$ cat config.mk
export PLATFORM = sky130hd
export DESIGN_NAME = rv32_fetch_flat
export DESIGN_NICKNAME = d
export VERILOG_FILES = /design/src/rtl/rv32_fetch_pkg.sv /design/src/rtl/rv32_fetch_if.sv /design/src/rtl/rv32_fetch_predict.sv /design/src/rtl/rv32_fetch.sv /design/src/flat_wrapper.sv
export SDC_FILE = /design/constraint.sdc
export NUM_CORES = 1
export LEC_CHECK = 0
export ABC_CLOCK_PERIOD_IN_PS = 9150
export BUFFER_PORTS_ARGS = -buffer_cell sky130_fd_sc_hd__buf_2
export CAP_MARGIN = 20
export CORE_MARGIN = 2
export CORE_UTILIZATION = 35
export DETAILED_ROUTE_END_ITERATION = 7
export HOLD_SLACK_MARGIN = 0.1
export PLACE_DENSITY = 0.53
export SETUP_SLACK_MARGIN = 0.5
export SLEW_MARGIN = 20
export SYNTH_ARGS = -nofsm -noshare
export SYNTH_HDL_FRONTEND = slang
export SYNTH_HIERARCHICAL = 1
export SYNTH_SLANG_ARGS = --single-unit
$ cat constraint.sdc
create_clock -name clk -period 9.15 [get_ports clk]
set_clock_uncertainty 0.2 [all_clocks]
set_input_delay 0.4575 -clock clk [delete_from_list [all_inputs] [get_ports clk]]
set_output_delay 0.4575 -clock clk [all_outputs]
set_load 0.02 [all_outputs]
$ cat src/rtl/rv32_fetch_pkg.sv
// Shared types and constants for the RV32 instruction fetch stage.
package rv32_fetch_pkg;

  typedef enum logic [1:0] {
    S_FETCH,
    S_HOLD,
    S_DISCARD,
    S_HALT
  } state_e;

  localparam logic [6:0] OPCODE_JAL    = 7'b1101111;
  localparam logic [6:0] OPCODE_BRANCH = 7'b1100011;

  localparam logic [3:0] MCAUSE_INSTR_MISALIGNED = 4'd0;
  localparam logic [3:0] MCAUSE_INSTR_FAULT      = 4'd1;

  // Contents of the decode-facing output register.
  typedef struct packed {
    logic        valid;
    logic        exception;
    logic [3:0]  cause;
    logic        taken;
    logic [31:0] pc;
    logic [31:0] instr;
    logic [31:0] next_pc;
  } slot_t;

  // Exception slots carry a NOP and never a prediction.
  function automatic slot_t exception_slot(input logic [31:0] pc,
                                           input logic [3:0]  cause,
                                           input logic [31:0] nop);
    return '{valid: 1'b1, exception: 1'b1, cause: cause, taken: 1'b0,
             pc: pc, instr: nop, next_pc: pc + 32'd4};
  endfunction

endpackage

$ cat src/rtl/rv32_fetch_if.sv
// Instruction bus between the fetch stage (master) and instruction memory (slave).
interface rv32_fetch_if;

  logic        instr_read_out;
  logic [31:0] instr_address_out;
  logic        instr_ready_in;
  logic [31:0] instr_read_value_in;
  logic        instr_fault_in;

  modport master (
    output instr_read_out,
    output instr_address_out,
    input  instr_ready_in,
    input  instr_read_value_in,
    input  instr_fault_in
  );

  modport slave (
    input  instr_read_out,
    input  instr_address_out,
    output instr_ready_in,
    output instr_read_value_in,
    output instr_fault_in
  );

endinterface

$ cat src/rtl/rv32_fetch_predict.sv
// Static branch predictor: JAL and backward conditional branches are taken.
module rv32_fetch_predict
  import rv32_fetch_pkg::*;
(
  input  logic [31:0] pc,
  input  logic [31:0] instr,
  output logic        taken,
  output logic [31:0] next_pc
);

  logic [31:0] imm_j;
  logic [31:0] imm_b;

  assign imm_j = {{12{instr[31]}}, instr[19:12], instr[20], instr[30:21], 1'b0};
  assign imm_b = {{20{instr[31]}}, instr[7], instr[30:25], instr[11:8], 1'b0};

  // NOTE: every output gets a default first so no path can infer a latch.
  always_comb begin
    taken   = 1'b0;
    next_pc = pc + 32'd4;
    if (instr[6:0] == OPCODE_JAL) begin
      taken   = 1'b1;
      next_pc = pc + imm_j;
    end else if (instr[6:0] == OPCODE_BRANCH && instr[31]) begin
      taken   = 1'b1;
      next_pc = pc + imm_b;
    end
  end

endmodule

$ cat src/rtl/rv32_fetch.sv
// RV32 fetch stage: PC register, instruction bus master, one-entry holding
// buffer, stale-response discard and a registered slot into decode.
module rv32_fetch
  import rv32_fetch_pkg::*;
#(
  parameter logic [31:0] RESET_PC  = 32'h0000_0000,
  parameter logic [31:0] NOP_INSTR = 32'h0000_0013
) (
  input  logic         clk,
  input  logic         reset_n,
  input  logic         stall_in,
  input  logic         redirect_in,
  input  logic [31:0]  redirect_pc_in,
  rv32_fetch_if.master bus,
  output logic         valid_out,
  output logic         exception_out,
  output logic [3:0]   exception_cause_out,
  output logic         branch_predicted_taken_out,
  output logic [31:0]  pc_out,
  output logic [31:0]  instr_out,
  output logic [31:0]  next_pc_out
);

  state_e      state;
  logic        running;
  logic [31:0] fetch_pc;
  logic [31:0] saved_pc;
  logic        buf_valid;
  logic        buf_fault;
  logic [31:0] buf_instr;
  slot_t       slot;

  logic        misaligned;
  logic        read;
  logic        complete;
  logic [31:0] pred_instr;
  logic        pred_taken;
  logic [31:0] pred_next;
  slot_t       slot_normal;
  slot_t       slot_fault;
  slot_t       slot_misaligned;

  // running keeps the bus idle until the first edge after reset release.
  assign misaligned = fetch_pc[1:0] != 2'b00;
  assign read       = running && ((state == S_FETCH && !misaligned) || state == S_DISCARD);
  assign complete   = read && bus.instr_ready_in;
  assign pred_instr = (state == S_HOLD) ? buf_instr : bus.instr_read_value_in;

  assign bus.instr_read_out    = read;
  assign bus.instr_address_out = {fetch_pc[31:2], 2'b00};

  rv32_fetch_predict u_predict (
    .pc      (fetch_pc),
    .instr   (pred_instr),
    .taken   (pred_taken),
    .next_pc (pred_next)
  );

  assign slot_normal = '{valid: 1'b1, exception: 1'b0, cause: MCAUSE_INSTR_MISALIGNED,
                         taken: pred_taken, pc: fetch_pc, instr: pred_instr,
                         next_pc: pred_next};
  assign slot_fault      = exception_slot(fetch_pc, MCAUSE_INSTR_FAULT, NOP_INSTR);
  assign slot_misaligned = exception_slot(fetch_pc, MCAUSE_INSTR_MISALIGNED, NOP_INSTR);

  always_ff @(posedge clk or negedge reset_n) begin
    if (!reset_n) begin
      state     <= S_FETCH;
      running   <= 1'b0;
      fetch_pc  <= RESET_PC;
      saved_pc  <= '0;
      buf_valid <= 1'b0;
      buf_fault <= 1'b0;
      buf_instr <= '0;
      slot      <= '0;
    end else begin
      running <= 1'b1;
      if (redirect_in) begin
        slot.valid     <= 1'b0;
        slot.exception <= 1'b0;
        slot.taken     <= 1'b0;
        buf_valid      <= 1'b0;
        // An outstanding read must finish at its own address before refetching.
        if (read && !bus.instr_ready_in) begin
          saved_pc <= redirect_pc_in;
          state    <= S_DISCARD;
        end else begin
          fetch_pc <= redirect_pc_in;
          state    <= S_FETCH;
        end
      end else begin
        // NOTE: non-blocking assignments; a later emit below overrides this bubble.
        if (!stall_in) begin
          slot.valid     <= 1'b0;
          slot.exception <= 1'b0;
        end
        unique case (state)
          S_FETCH: begin
            if (complete) begin
              if (stall_in) begin
                buf_valid <= 1'b1;
                buf_fault <= bus.instr_fault_in;
                buf_instr <= bus.instr_read_value_in;
                state     <= S_HOLD;
              end else if (bus.instr_fault_in) begin
                slot  <= slot_fault;
                state <= S_HALT;
              end else begin
                slot     <= slot_normal;
                fetch_pc <= pred_next;
              end
            end else if (running && misaligned && !stall_in) begin
              slot  <= slot_misaligned;
              state <= S_HALT;
            end
          end
          S_HOLD: begin
            if (!stall_in && buf_valid) begin
              buf_valid <= 1'b0;
              if (buf_fault) begin
                slot  <= slot_fault;
                state <= S_HALT;
              end else begin
                slot     <= slot_normal;
                fetch_pc <= pred_next;
                state    <= S_FETCH;
              end
            end
          end
          S_DISCARD: begin
            if (complete) begin
              fetch_pc <= saved_pc;
              state    <= S_FETCH;
            end
          end
          S_HALT: begin
          end
          default: state <= S_HALT;
        endcase
      end
    end
  end

  assign valid_out                  = slot.valid;
  assign exception_out              = slot.exception;
  assign exception_cause_out        = slot.cause;
  assign branch_predicted_taken_out = slot.taken;
  assign pc_out                     = slot.pc;
  assign instr_out                  = slot.instr;
  assign next_pc_out                = slot.next_pc;

endmodule
$ cat src/flat_wrapper.sv
// flat-port wrapper written by rule: the top's interface ports become plain ports
module rv32_fetch_flat import rv32_fetch_pkg::*;
#(
  parameter logic [31:0] RESET_PC  = 32'h0000_0000,
  parameter logic [31:0] NOP_INSTR = 32'h0000_0013
)
  (clk, reset_n, stall_in, redirect_in, redirect_pc_in, valid_out, exception_out, exception_cause_out, branch_predicted_taken_out, pc_out, instr_out, next_pc_out, bus_instr_read_out, bus_instr_address_out, bus_instr_ready_in, bus_instr_read_value_in, bus_instr_fault_in);
  rv32_fetch_if bus_i ();
  input  logic clk;
  input  logic reset_n;
  input  logic stall_in;
  input  logic redirect_in;
  input  logic [31:0] redirect_pc_in;
  output logic valid_out;
  output logic exception_out;
  output logic [3:0] exception_cause_out;
  output logic branch_predicted_taken_out;
  output logic [31:0] pc_out;
  output logic [31:0] instr_out;
  output logic [31:0] next_pc_out;
  output wire logic [$bits(bus_i.instr_read_out)-1:0] bus_instr_read_out;
  output wire logic [$bits(bus_i.instr_address_out)-1:0] bus_instr_address_out;
  input wire logic [$bits(bus_i.instr_ready_in)-1:0] bus_instr_ready_in;
  input wire logic [$bits(bus_i.instr_read_value_in)-1:0] bus_instr_read_value_in;
  input wire logic [$bits(bus_i.instr_fault_in)-1:0] bus_instr_fault_in;
  assign bus_instr_read_out = bus_i.instr_read_out;
  assign bus_instr_address_out = bus_i.instr_address_out;
  assign bus_i.instr_ready_in = bus_instr_ready_in;
  assign bus_i.instr_read_value_in = bus_instr_read_value_in;
  assign bus_i.instr_fault_in = bus_instr_fault_in;
  rv32_fetch #(.RESET_PC(RESET_PC), .NOP_INSTR(NOP_INSTR)) u_core (.clk(clk), .reset_n(reset_n), .stall_in(stall_in), .redirect_in(redirect_in), .redirect_pc_in(redirect_pc_in), .bus(bus_i), .valid_out(valid_out), .exception_out(exception_out), .exception_cause_out(exception_cause_out), .branch_predicted_taken_out(branch_predicted_taken_out), .pc_out(pc_out), .instr_out(instr_out), .next_pc_out(next_pc_out));
endmodule
==> reports/metrics.csv <==
metric,value,unit
status,finished clean,
hold path startpoint,u_core/instr_out[3],
CTS Buf Count,25,
worst endpoint required time,9.43,ns
total power,0.005817,W
routed via count,12310,
Filler cells,3891,
post-layout util,42.48,%
#FFs+latches synth,201,
layout cells sized above 1,24.63,%
H-Tree Depth,1,
FF-to-FF path depth,18,
leakage dissipation,7.383,nW
Max clock buf depth,3,
Main synth FF type,dfrtp_1,
syn avg cell area,9.101,um^2
Die Footprint,41210,um^2
grt ovf,0,
Yosys warning total,6,
crit-path max FO,40,
most common cell in the netlist,nand2_1,
DR DRC count,0,
worst slew pin tran,1.107,ns
startpoint types,register,
sequential element share of the synthesized area,36.29,%
# diodes,0,
Worst Setup End Kind,register,
first-pass GRT wire length,73.57,mm
"Slew Viols, Final",0,
RSZ-0062 raised after global routing,false,
reg2reg end,u_core/fetch_pc[25],
DR vias/cell,5.464,
CTS tree,yes,
Die Ht,203.0,um
Clock Sinks,201,
worst-skew pair later-pin latency,0.55,ns
Synth area leader,dfrtp_1,
1st-pass router iterations,5,
fmax,0.1852,GHz
largest net degree at the start of global routing,92,
final WL,47.65,mm
Period minus WS final,5.398,ns
I/O Buffers,200,
flop-to-flop setup slack,3.75,ns
VDD IR max,0.1582,mV
clock-pin slew on the worst setup and hold paths,0.06,ns
HPWL Detailed,33.83,mm
Hold Path Depth,2,
synth cell count leaders,"nand2_1 (229), dfrtp_1 (201), o21ai_0 (145)",
Cell variety after synth,89,
pwr/cell area,352.7,nW/um^2
Final Hold Fails,0,
Hold EP,u_core/instr_out[3],
Root Buffer,clkbuf_16,
wire per inst,21.16,um
worst hold path class,register to register,
gp weighted congestion,0.8838,
"Arr. time, crit path",5.67,ns
Synth Instances,1523,
Tcrit/Tclk final,59.00,%
max_cap viols,0,
vias in the first global route,12170,
Synth top area share,36.29,%
Placed Instances,2141,
Initial Util,35.70,%
"Area growth, synth to finish",18.99,%
"top cells by area, synth","dfrtp_1 (36%), mux2_2 (8.2%), nand2_1 (6.2%)",
total track usage,22.85,%
drt initial violations,824,
Setup CP Type,register to register,
"EDFF count, synth",0,
setup TNS,0,ns
FF-to-FF Start,u_core/state[1],
fraction of registers with async set/reset,100.0,%
row cnt,72,
initial antenna violation count,0,
remaining antenna violation count,0,
post-cts resize count,0,
Nets,1837,
Core Area,38830,um^2
I/O pin total,206,
worst relative slew slack,26.18,%
die width,203.0,um
final cell count without fillers,2252,
final setup fails,0,
mapped cell area,13860,um^2
==> cell families after synthesis <==
family,after synthesis,synth area share (%)
AO/OA/AOI/OAI,400,18.64
XOR/XNOR,77,4.866
adder cells (fa/ha/maj),50,4.622
buffers and inverters,157,5.813
flip-flops,201,36.29
multiplexers,168,14.02
other,2,0.05418
AND/OR/NAND/NOR,468,15.70
==> sequential cells by signal (all words and copies together) (netlist names), 2 cells and up <==
| signal | cells |
|---|---|
| u_core/buf_instr | 32 |
| u_core/fetch_pc | 32 |
| u_core/instr_out | 32 |
| u_core/next_pc_out | 32 |
| u_core/pc_out | 32 |
| u_core/saved_pc | 32 |
| u_core/state | 2 |
==> worst max-delay path, cell delays in order (launching register included) <==
cell and delay, ns:
dfrtp_1 0.40, inv_1 0.09, ha_2 0.90, mux2_2 0.44, ha_1 0.19, inv_1 0.07, fa_1 0.23, nor2b_4 0.06
o31a_1 0.29, a211oi_2 0.33, a21oi_2 0.15, a2111o_1 0.48, a31oi_4 0.28, o31ai_1 0.13, xnor2_1 0.16, a221oi_2 0.38
mux2i_1 0.12, o21ai_0 0.21, mux2_4 0.18
==> stage by stage <==
stage / instance area [um^2] / hold slack [ns] / setup WS (ns)
2_1_floorplan: 13880 / -0.03809 / 4.515
3_3_place_gp: 15030 / 0.2568 / 3.895
3_5_place_dp: 15030 / 0.2649 / 3.743
4_1_cts: 16490 / 0.2770 / 3.739
5_1_grt: 16490 / 0.2991 / 3.363
6_report: 16490 / 0.2681 / 3.752
==> final cells by class <==
class / count / area (um^2) / share of cell area [%]
Multi-Input combinational cell: 1169 / 8058 / 48.85
Sequential cell: 201 / 5030 / 30.50
Timing Repair Buffer: 290 / 1853 / 11.24
Clock buffer: 38 / 754.5 / 4.574
Tap cell: 518 / 648.1 / 3.930
Inverter: 30 / 112.6 / 0.6827
Clock inverter: 6 / 37.54 / 0.2276
==> worst max path at each step <==
| stage | from | end | slack [ns] | depth (start not counted) |
|---|---|---|---|---|
| floorplan | u_core/state[1] | u_core/fetch_pc[19] | 4.51 | 20 |
| global placement | u_core/state[1] | u_core/fetch_pc[27] | 3.89 | 18 |
| detailed placement | u_core/state[1] | u_core/fetch_pc[22] | 3.74 | 16 |
| CTS | u_core/state[1] | u_core/fetch_pc[22] | 3.74 | 16 |
| global route | u_core/state[1] | u_core/fetch_pc[22] | 3.36 | 16 |
| finish | u_core/state[1] | u_core/fetch_pc[25] | 3.75 | 18 |
==> cells in the final DEF (no fill, tap or decap), drive strengths merged, types with 14 or more instances in the layout <==
master / instances
o22ai: 19
dfrtp: 201
xnor2: 52
a221oi: 15
inv: 32
mux2: 128
nand4: 24
and3: 14
nand3: 32
nor2: 96
o21ai: 152
a21o: 23
o211ai: 14
clkbuf: 39
xor2: 25
buf: 222
mux2i: 40
nand2: 229
a21oi: 75
nor3: 15
dlygate4sd3: 67
ha: 48
==> layer usage <==
layer,track usage (%),vias up,wire (um)
met4,5.996,0,1168
met5,0,-,0
li1,-,5827,-
met3,2.360,54,2050
met2,38.75,354,22880
met1,31.08,6070,21550
==> timing repair <==
| action | CTS | global route |
|---|---|---|
| hold buffers | 67 | 0 |
| setup buffers | 0 | 0 |
| hold endpoints to repair | 161 | 0 |
==> power by group <==
part           internal [W]  leakage (nW)  switching (W)  total, W
logic               0.00132          4.38        0.00190   0.00322
registers           0.00119          2.61       0.000436   0.00163
clock network      0.000566         0.396       0.000402  0.000967
Note: power is estimated with default switching activity, not from simulation.
